==> src/rtl/foh_interp_seq.sv <==
// First-order-hold interpolation sequencer: forms the sample delta, has an external
// universal shift register divide it by L, then emits L linear steps per input sample.
module foh_interp_seq #(
    parameter int DATA_WIDTH = 16,
    parameter int LOG2_L     = 2
) (
    input  logic                  CLK,
    input  logic                  RST,
    input  logic [DATA_WIDTH-1:0] IN_DATA,
    input  logic                  IN_VALID,
    output logic                  IN_READY,
    output logic [DATA_WIDTH-1:0] OUT_DATA,
    output logic                  OUT_VALID,
    input  logic                  OUT_READY,
    output logic [2:0]            SR_S,
    output logic [DATA_WIDTH-1:0] SR_D,
    input  logic [DATA_WIDTH-1:0] SR_Q
);

    localparam int IDX_W = (LOG2_L > 0) ? LOG2_L : 1;
    localparam int CNT_W = $clog2(DATA_WIDTH + 1);
    localparam logic [IDX_W-1:0] IDX_LAST = IDX_W'((1 << LOG2_L) - 1);
    localparam logic [CNT_W-1:0] CNT_LAST = CNT_W'((LOG2_L > 0) ? (LOG2_L - 1) : 0);
    localparam logic [2:0] SR_HOLD = 3'd0;
    localparam logic [2:0] SR_LOAD = 3'd1;
    localparam logic [2:0] SR_ASR  = 3'd6;

    typedef enum logic [2:0] {
        ST_IDLE    = 3'd0,
        ST_LOAD    = 3'd1,
        ST_SHIFT   = 3'd2,
        ST_CAPTURE = 3'd3,
        ST_EMIT    = 3'd4
    } state_t;

    // Difference taken one bit wider, then clamped to the representable range.
    function automatic logic [DATA_WIDTH-1:0] sat_sub(
        input logic [DATA_WIDTH-1:0] a,
        input logic [DATA_WIDTH-1:0] b
    );
        logic [DATA_WIDTH:0] d;
        d = {a[DATA_WIDTH-1], a} - {b[DATA_WIDTH-1], b};
        if (d[DATA_WIDTH] != d[DATA_WIDTH-1]) begin
            sat_sub = d[DATA_WIDTH] ? {1'b1, {(DATA_WIDTH-1){1'b0}}}
                                    : {1'b0, {(DATA_WIDTH-1){1'b1}}};
        end else begin
            sat_sub = d[DATA_WIDTH-1:0];
        end
    endfunction

    state_t                state_r, state_s;
    logic [DATA_WIDTH-1:0] prev_r, prev_s;
    logic [DATA_WIDTH-1:0] base_r, base_s;
    logic [DATA_WIDTH-1:0] step_r, step_s;
    logic [DATA_WIDTH-1:0] acc_r, acc_s;
    logic [IDX_W-1:0]      idx_r, idx_s;
    logic [CNT_W-1:0]      cnt_r, cnt_s;
    logic                  in_ready_r, in_ready_s;
    logic                  out_valid_r, out_valid_s;
    logic [2:0]            sr_s_r, sr_s_s;
    logic [DATA_WIDTH-1:0] sr_d_r, sr_d_s;

    // Next-state and datapath updates; outputs are decoded from the next state so they register with it.
    always_comb begin
        state_s  = state_r;
        prev_s   = prev_r;
        base_s   = base_r;
        step_s   = step_r;
        acc_s    = acc_r;
        idx_s    = idx_r;
        cnt_s    = cnt_r;
        sr_d_s   = sr_d_r;
        case (state_r)
            ST_IDLE: begin
                if (IN_VALID && in_ready_r) begin
                    // The delta lives in the SR_D register until the load completes.
                    sr_d_s  = sat_sub(IN_DATA, prev_r);
                    base_s  = prev_r;
                    prev_s  = IN_DATA;
                    state_s = ST_LOAD;
                end else begin
                    state_s = ST_IDLE;
                end
            end
            ST_LOAD: begin
                cnt_s   = {CNT_W{1'b0}};
                state_s = (LOG2_L > 0) ? ST_SHIFT : ST_CAPTURE;
            end
            ST_SHIFT: begin
                if (cnt_r == CNT_LAST) begin
                    cnt_s   = {CNT_W{1'b0}};
                    state_s = ST_CAPTURE;
                end else begin
                    cnt_s   = cnt_r + CNT_W'(1);
                end
            end
            ST_CAPTURE: begin
                step_s  = SR_Q;
                acc_s   = base_r;
                idx_s   = {IDX_W{1'b0}};
                state_s = ST_EMIT;
            end
            ST_EMIT: begin
                if (out_valid_r && OUT_READY) begin
                    acc_s   = acc_r + step_r;
                    idx_s   = idx_r + IDX_W'(1);
                    state_s = (idx_r == IDX_LAST) ? ST_IDLE : ST_EMIT;
                end else begin
                    state_s = ST_EMIT;
                end
            end
            default: begin
                state_s = ST_IDLE;
            end
        endcase

        in_ready_s  = (state_s == ST_IDLE);
        out_valid_s = (state_s == ST_EMIT);
        case (state_s)
            ST_LOAD:  sr_s_s = SR_LOAD;
            ST_SHIFT: sr_s_s = SR_ASR;
            default:  sr_s_s = SR_HOLD;
        endcase
    end

    // State and output registers with asynchronous reset.
    always_ff @(posedge CLK or posedge RST) begin
        if (RST) begin
            state_r     <= ST_IDLE;
            prev_r      <= {DATA_WIDTH{1'b0}};
            base_r      <= {DATA_WIDTH{1'b0}};
            step_r      <= {DATA_WIDTH{1'b0}};
            acc_r       <= {DATA_WIDTH{1'b0}};
            idx_r       <= {IDX_W{1'b0}};
            cnt_r       <= {CNT_W{1'b0}};
            in_ready_r  <= 1'b1;
            out_valid_r <= 1'b0;
            sr_s_r      <= SR_HOLD;
            sr_d_r      <= {DATA_WIDTH{1'b0}};
        end else begin
            state_r     <= state_s;
            prev_r      <= prev_s;
            base_r      <= base_s;
            step_r      <= step_s;
            acc_r       <= acc_s;
            idx_r       <= idx_s;
            cnt_r       <= cnt_s;
            in_ready_r  <= in_ready_s;
            out_valid_r <= out_valid_s;
            sr_s_r      <= sr_s_s;
            sr_d_r      <= sr_d_s;
        end
    end

    assign IN_READY  = in_ready_r;
    assign OUT_VALID = out_valid_r;
    assign OUT_DATA  = acc_r;
    assign SR_S      = sr_s_r;
    assign SR_D      = sr_d_r;

endmodule

==> config.mk <==
export PLATFORM = sky130hd
export DESIGN_NAME = foh_interp_seq
export DESIGN_NICKNAME = d
export VERILOG_FILES = /design/src/rtl/foh_interp_seq.sv
export SDC_FILE = /design/constraint.sdc
export NUM_CORES = 1
export LEC_CHECK = 0
export CORE_MARGIN = 5
export CORE_UTILIZATION = 25
export DETAILED_ROUTE_END_ITERATION = 10
export PLACE_DENSITY_LB_ADDON = 0.25
export SETUP_SLACK_MARGIN = 0.5
export SLEW_MARGIN = 20
export SYNTH_ARGS = -nofsm -noshare
export SYNTH_HDL_FRONTEND = slang
export SYNTH_SLANG_ARGS = --single-unit
==> constraint.sdc <==
create_clock -name CLK -period 6.8 [get_ports CLK]
set_input_delay 1.36 -clock CLK [delete_from_list [all_inputs] [get_ports CLK]]
set_output_delay 1.36 -clock CLK [all_outputs]
set_load 0.1 [all_outputs]
==> insert_results.sql, run 1 <==
INSERT INTO impl_metrics (metric_group, metric, value, unit) VALUES
('floorplan', 'rows', '53', ''),
('timing', 'timing.final.crit_share', '56.5', '%'),
('yosys', 'synth_area_per_cell', '9.23', 'um2'),
('timing', 'worst_slew_margin_rel', '33.6', '%'),
('critical_path', 'crit_fanout', '25', ''),
('layout', 'fin_area', '6660', 'um2'),
('timing', 'setup_violations', '0', ''),
('clocking', 'cts_tree', 'done', ''),
('placement', 'placedInstanceArea', '6310', 'um2'),
('route', 'route.detailed.vias_per_inst', '4.59', ''),
('grt', 'pin_count_of_the_biggest_net_entering_global_routing', '71', ''),
('run_status', 'run_status', 'completed', ''),
('yosys', 'netlist_instances', '578', ''),
('timing', 'final_critical_path_setup_slack', '2.96', 'ns'),
('grt', 'antenna_violations_before_repair', '0', ''),
('route', 'met3RoutedLength', '774', 'um'),
('clocking', 'cts_resized', '0', ''),
('yosys', 'synth_top_cell_by_area', 'dfrtp_1', ''),
('yosys', 'fraction_of_the_yosys_area_taken_by_sequential_cells', '44.1', '%'),
('route', 'drt-initial-drc-count', '254', ''),
('route', 'post_drt_wl_per_cell', '14.4', 'um'),
('floorplan', 'floorplan.die_area', '24400', 'um2'),
('clocking', 'clockRootBuffer', 'clkbuf_16', ''),
('route', 'final_antenna_net_count', '0', ''),
('critical_path', 'critical_path.endpoint_type', 'flip-flop', ''),
('floorplan', 'floorplan.io_pins', '73', ''),
('placement', 'port_buffer_count', '72', ''),
('grt', 'grt.overflow.total', '0', ''),
('floorplan', 'design.core.area', '21000', 'um2'),
('timing', 'fin_skew', '0.0102', 'ns'),
('placement', 'hpwl', '9530', 'um'),
('yosys', 'synthArstFlopShare', '100', '%'),
('floorplan', 'die_h', '156', 'um'),
('route', 'drc', '0', ''),
('yosys', 'synth.cells.most_frequent', 'dfrtp_1 (93), nand2_1 (80), o21ai_0 (79), a21oi_1 (49), ha_1 (34)', ''),
('yosys', 'yosysMostFrequentCell', 'dfrtp_1', ''),
('yosys', 'yosys.cell_types.count', '57', ''),
('timing', 'max_clock_freq', '260', 'MHz'),
('timing', 'rsz0062_at_grt', 'false', ''),
('clocking', 'clock_slew_at_reported_path_ffs', '0.07', 'ns'),
('layout', 'layout-drive-gt1-share', '7.14', '%'),
('yosys', 'yosys_warnings', '0', ''),
('clocking', 'clkSinkCount', '94', ''),
('grt', 'grt_use_total', '11.2', '%'),
('route', 'detail_route.first_pass.iterations', '5', ''),
('yosys', 'synth_top_cell_area_share', '43.6', '%'),
('yosys', 'netlist_area', '5340', 'um2'),
('timing', 'timing.final.crit_period', '3.84', 'ns'),
('timing', 'timing.final.hold_violations', '0', ''),
('placement', 'pre_cts_ws', '2.33', 'ns'),
('floorplan', 'floorplan.initialDensity', '25.4', '%'),
('clocking', 'cts_buffers', '9', ''),
('clocking', 'cts_setup_buffers', '0', ''),
('critical_path', 'cp.required', '7.06', 'ns'),
('clocking', 'cts.hold.buffers_added', '0', ''),
('route', 'met2_wirelength', '5570', 'um'),
('yosys', 'number_of_enable_flip_flop_cells_after_synthesis', '0', ''),
('clocking', 'max_clock_buf_depth', '2', ''),
('timing', 'setup_tns_final', '0', 'ns'),
('layout', 'n_antenna_cell', '0', ''),
('critical_path', 'timing_worst_setup_path_type', 'in -> reg', ''),
('clocking', 'htree_num_levels', '3', ''),
('timing', 'report.final.slew_viol_count', '0', ''),
('yosys', 'ys_ff_latch', '94', ''),
('critical_path', 'worst_path_cell_trace', 'clkdlybuf4s50_1 -> inv_1 -> ha_1 -> inv_1 -> fa_1 -> a211oi_1 -> o21a_1 -> o211ai_2 -> and3b_1 -> a2bb2oi_4 -> o21ai_0 -> o21ai_0', ''),
('yosys', 'yosys_most_used_dff', 'dfrtp_1', ''),
('worst_hold_path', 'worstHoldPathType', 'reg -> reg', ''),
('floorplan', 'die_width', '156', 'um'),
('layout', 'syn2layout_area_growth', '24.9', '%'),
('job', 'maxCapViolations', '0', ''),
('critical_path', 'worst_setup_path_start_kind', 'primary input', '');
placed cells by master, fill, tap and decap left out, drive strengths merged, types with 16 or more instances in the layout:
cell type | netlist | layout
nand2 | 80 | 80
clkdlybuf4s50 | 0 | 72
dfrtp | 93 | 93
nor2 | 26 | 26
a21oi | 51 | 51
inv | 31 | 31
ha | 34 | 34
mux2 | 16 | 16
o21ai | 85 | 85
critical path: cells and delay by family:
kind,cells,cell delay (ns)
adders and majority gates,2,0.43
AOI/OAI and AO/OA,6,1.46
and+or+nand+nor,1,0.27
buffers and inverters,3,0.59
sequential cells by signal, indices dropped and copies added, names as in the netlist:
register	count
IN_READY	1
OUT_DATA	16
OUT_VALID	1
SR_D	16
SR_S	2
base_r	16
cnt_r	5
idx_r	2
prev_r	16
state_r	3
step_r	16
final timing paths:
| check | startpoint | end | slack, ns | cells past startpoint |
|---|---|---|---|---|
| max | IN_DATA[0] | SR_D[13] | 2.96 | 12 |
| min in group asynchronous | RST | cnt_r[4] | 1.32 | 2 |
| max in group asynchronous | RST | base_r[12] | 4.26 | 3 |
| max reg2reg | prev_r[0] | SR_D[13] | 4.08 | 10 |
| min | base_r[10] | base_r[10] | 0.48 | 2 |
| min reg2reg | base_r[10] | base_r[10] | 0.48 | 2 |
cell type report:
cell class	count	area [um2]
clock buffers	12	246
repair buffers	75	743
clock inverters	4	95.1
well taps	275	344
inverters	31	119
fillers	2175	14400
multi-input cells	428	2760
flip-flops and latches	94	2350
per-layer routing:
| metal | up-vias | GRT usage (%) |
|---|---|---|
| met2 | 105 | 16.7 |
| met5 | - | 0 |
| met3 | 12 | 3.47 |
| met4 | 0 | 2.08 |
| li1 | 2165 | - |
| met1 | 1940 | 16.1 |
kinds of logic after synthesis:
logic type / Yosys count / synth area share [%]
compound gates: 191 / 21.8
simple gates: 161 / 13.7
fa+ha+maj: 36 / 8.72
buf+inv: 56 / 4.27
xor+xnor: 22 / 3.61
mux: 18 / 3.75
flops: 94 / 44.1
stage by stage:
| stage | util (%) | instances | hold slack [ns] |
|---|---|---|---|
| global route | 31.7 | 919 | 0.505 |
| finish | 31.7 | 919 | 0.476 |
| detailed placement | 30.0 | 903 | 0.468 |
| CTS | 31.7 | 919 | 0.479 |
| global placement | 30.0 | 903 | 0.455 |
| floorplan | - | 578 | 0.438 |
Power of run 1 is left out: the tool's default activity adds up to more than one toggle a clock period on the data nets, which glitch-free logic cannot reach.
==> run 2: changes to the inputs <==
==> constraint.sdc (replaced) <==
create_clock -name CLK -period 3.51 [get_ports CLK]
set_input_delay 0.702 -clock CLK [delete_from_list [all_inputs] [get_ports CLK]]
set_output_delay 0.702 -clock CLK [all_outputs]
set_load 0.1 [all_outputs]
==> run 2 against run 1 <==
  * Routed wire length increased by 7.0%
  * Critical path depth unchanged
  * Utilization increased by 0.50 points
  * Clock skew decreased by 0.00094 ns
  * Global-route usage increased by 0.55 points
  * Final cell count increased by 1.1%
  * Setup slack got worse by 2.4 ns
  * Worst hold slack improved by 0.0075 ns
  * Non-clock buffer count increased by 7
  * Largest cell class unchanged
==> insert_results.sql, run 2 (synthesized netlist as in run 1, its figures left out) <==
INSERT INTO impl_metrics (metric_group, metric, value, unit) VALUES
('run_status', 'run_status', 'completed', ''),
('grt', 'pin_count_of_the_biggest_net_entering_global_routing', '52', ''),
('layout', 'n_antenna_cell', '0', ''),
('floorplan', 'floorplan.io_pins', '73', ''),
('clocking', 'clockRootBuffer', 'clkbuf_16', ''),
('critical_path', 'timing_worst_setup_path_type', 'in -> reg', ''),
('timing', 'max_clock_freq', '344', 'MHz'),
('critical_path', 'worst_setup_path_start_kind', 'primary input', ''),
('timing', 'timing.final.hold_violations', '0', ''),
('route', 'drt-initial-drc-count', '278', ''),
('worst_hold_path', 'worstHoldPathType', 'reg -> reg', ''),
('layout', 'syn2layout_area_growth', '26.9', '%'),
('clocking', 'max_clock_buf_depth', '2', ''),
('floorplan', 'floorplan.initialDensity', '25.4', '%'),
('timing', 'setup_tns_final', '0', 'ns'),
('layout', 'num-nets-final', '721', ''),
('route', 'route.detailed.vias_per_inst', '4.78', ''),
('timing', 'rsz0062_at_grt', 'true', ''),
('route', 'vias_after_detailed_routing', '4438', ''),
('route', 'post_drt_wl_per_cell', '15.2', 'um'),
('critical_path', 'cp.required', '3.74', 'ns'),
('timing', 'worst_slew_margin_rel', '33.4', '%'),
('critical_path', 'worst-endpoint-arrival', '3.14', 'ns'),
('grt', 'grt_use_total', '11.8', '%'),
('layout', 'final.fill_count', '2160', ''),
('timing', 'report.final.slew_viol_count', '0', ''),
('timing', 'slew_of_the_pin_with_the_lowest_slew_margin', '0.995', 'ns'),
('timing', 'timing.final.crit_share', '82.8', '%'),
('grt', 'first_pass_grt_wire_length', '23200', 'um'),
('placement', 'hpwl', '10300', 'um'),
('placement', 'placer_s_final_routability_congestion_estimate', '0.815', ''),
('clocking', 'cts_tree', 'done', ''),
('layout', 'mostFrequentLayoutCells', 'dfrtp_1 (93), nand2_1 (80), o21ai_0 (70)', ''),
('clocking', 'clkSinkCount', '94', ''),
('timing', 'fin_skew', '0.00926', 'ns'),
('timing', 'worst_hold_slack', '0.483', 'ns'),
('critical_path', 'crit_fanout', '7', ''),
('route', 'drc', '0', ''),
('grt', 'vias_in_the_first_global_route', '4407', ''),
('floorplan', 'die_width', '156', 'um'),
('timing', 'timing.final.crit_period', '2.91', 'ns'),
('grt', 'antenna_violations_before_repair', '0', ''),
('grt', 'grt.overflow.total', '0', ''),
('layout', 'mostFrequentLayoutCell', 'dfrtp_1', ''),
('floorplan', 'die_h', '156', 'um'),
('floorplan', 'floorplan.die_area', '24400', 'um2'),
('route', 'final_antenna_net_count', '0', ''),
('timing', 'setup_violations', '0', ''),
('clocking', 'clock_slew_at_reported_path_ffs', '0.07', 'ns'),
('clocking', 'clock_latency', '0.35', 'ns'),
('critical_path', 'critical_path.endpoint_type', 'flip-flop', ''),
('layout', 'layout-drive-gt1-share', '13.0', '%'),
('route', 'routed_wl', '14100', 'um'),
('clocking', 'cts_buffers', '9', ''),
('placement', 'port_buffer_count', '72', ''),
('job', 'maxCapViolations', '0', ''),
('route', 'detail_route.first_pass.iterations', '5', ''),
('floorplan', 'design.core.area', '21000', 'um2'),
('floorplan', 'rows', '53', ''),
('clocking', 'htree_num_levels', '3', '');
==> run 2: changes by cell type in the layout (fill, tap and decap cells not counted), sizes merged <==
cell / delta
buf: +30
a2bb2oi: +3
clkbuf: -1
clkinvlp: +2
inv: -1
clkdlybuf4s50: -23
==> run 2: metrics by stage <==
stage               utilization, %  instance area (um2)  worst slack (ns)  cells
floorplan                        -                 5340             0.646    578
global placement              30.0                 6310             0.151    909
detailed placement            30.0                 6310            0.0160    909
CTS                           31.8                 6690             0.509    926
global route                  32.2                 6770             0.469    929
finish                        32.2                 6770             0.603    929
==> run 2: layer usage <==
metal / global-route usage, % / wire length, um
met1: 16.5 / 6830
met2: 18.0 / 6340
met3: 3.47 / 789
met4: 2.58 / 174
met5: 0 / 0
==> run 2: layout make-up <==
cell class | instances | area, um2 | share of cell area, %
clock inverters | 5 | 106 | 1.57
multi-input cells | 431 | 2850 | 42.1
flip-flops and latches | 94 | 2350 | 34.8
inverters | 31 | 120 | 1.77
repair buffers | 82 | 751 | 11.1
clock buffers | 11 | 243 | 3.59
well taps | 275 | 344 | 5.08
==> run 2: final timing paths <==
path / start / end / slack [ns] / depth (start not counted)
hold reg to reg: idx_r[1] / idx_r[1] / 0.48 / 2
hold / removal: idx_r[1] / idx_r[1] / 0.48 / 2
max in group asynchronous: RST / IN_READY / 1.94 / 3
min in group asynchronous: RST / cnt_r[2] / 0.82 / 2
setup / recovery: IN_DATA[0] / SR_D[14] / 0.60 / 12
setup reg to reg: OUT_DATA[0] / OUT_DATA[12] / 1.02 / 10
==> run 2: worst max-delay path: stages <==
cell,delay (ns)
clkdlybuf4s50_1,0.41
inv_1,0.08
ha_1,0.16
inv_1,0.06
fa_2,0.37
a211oi_2,0.19
o21a_1,0.21
o211ai_2,0.11
and3b_2,0.36
a2bb2oi_4,0.21
o21ai_0,0.20
o21ai_1,0.08
==> run 2: repair_timing <==
action,in CTS,in global routing
pin swaps,2,4
hold buffers,0,0
setup buffers,0,1
gates cloned,1,2
gates resized for setup,2,15
setup endpoints to repair,13,16
Power of run 2 is left out for the same reason.
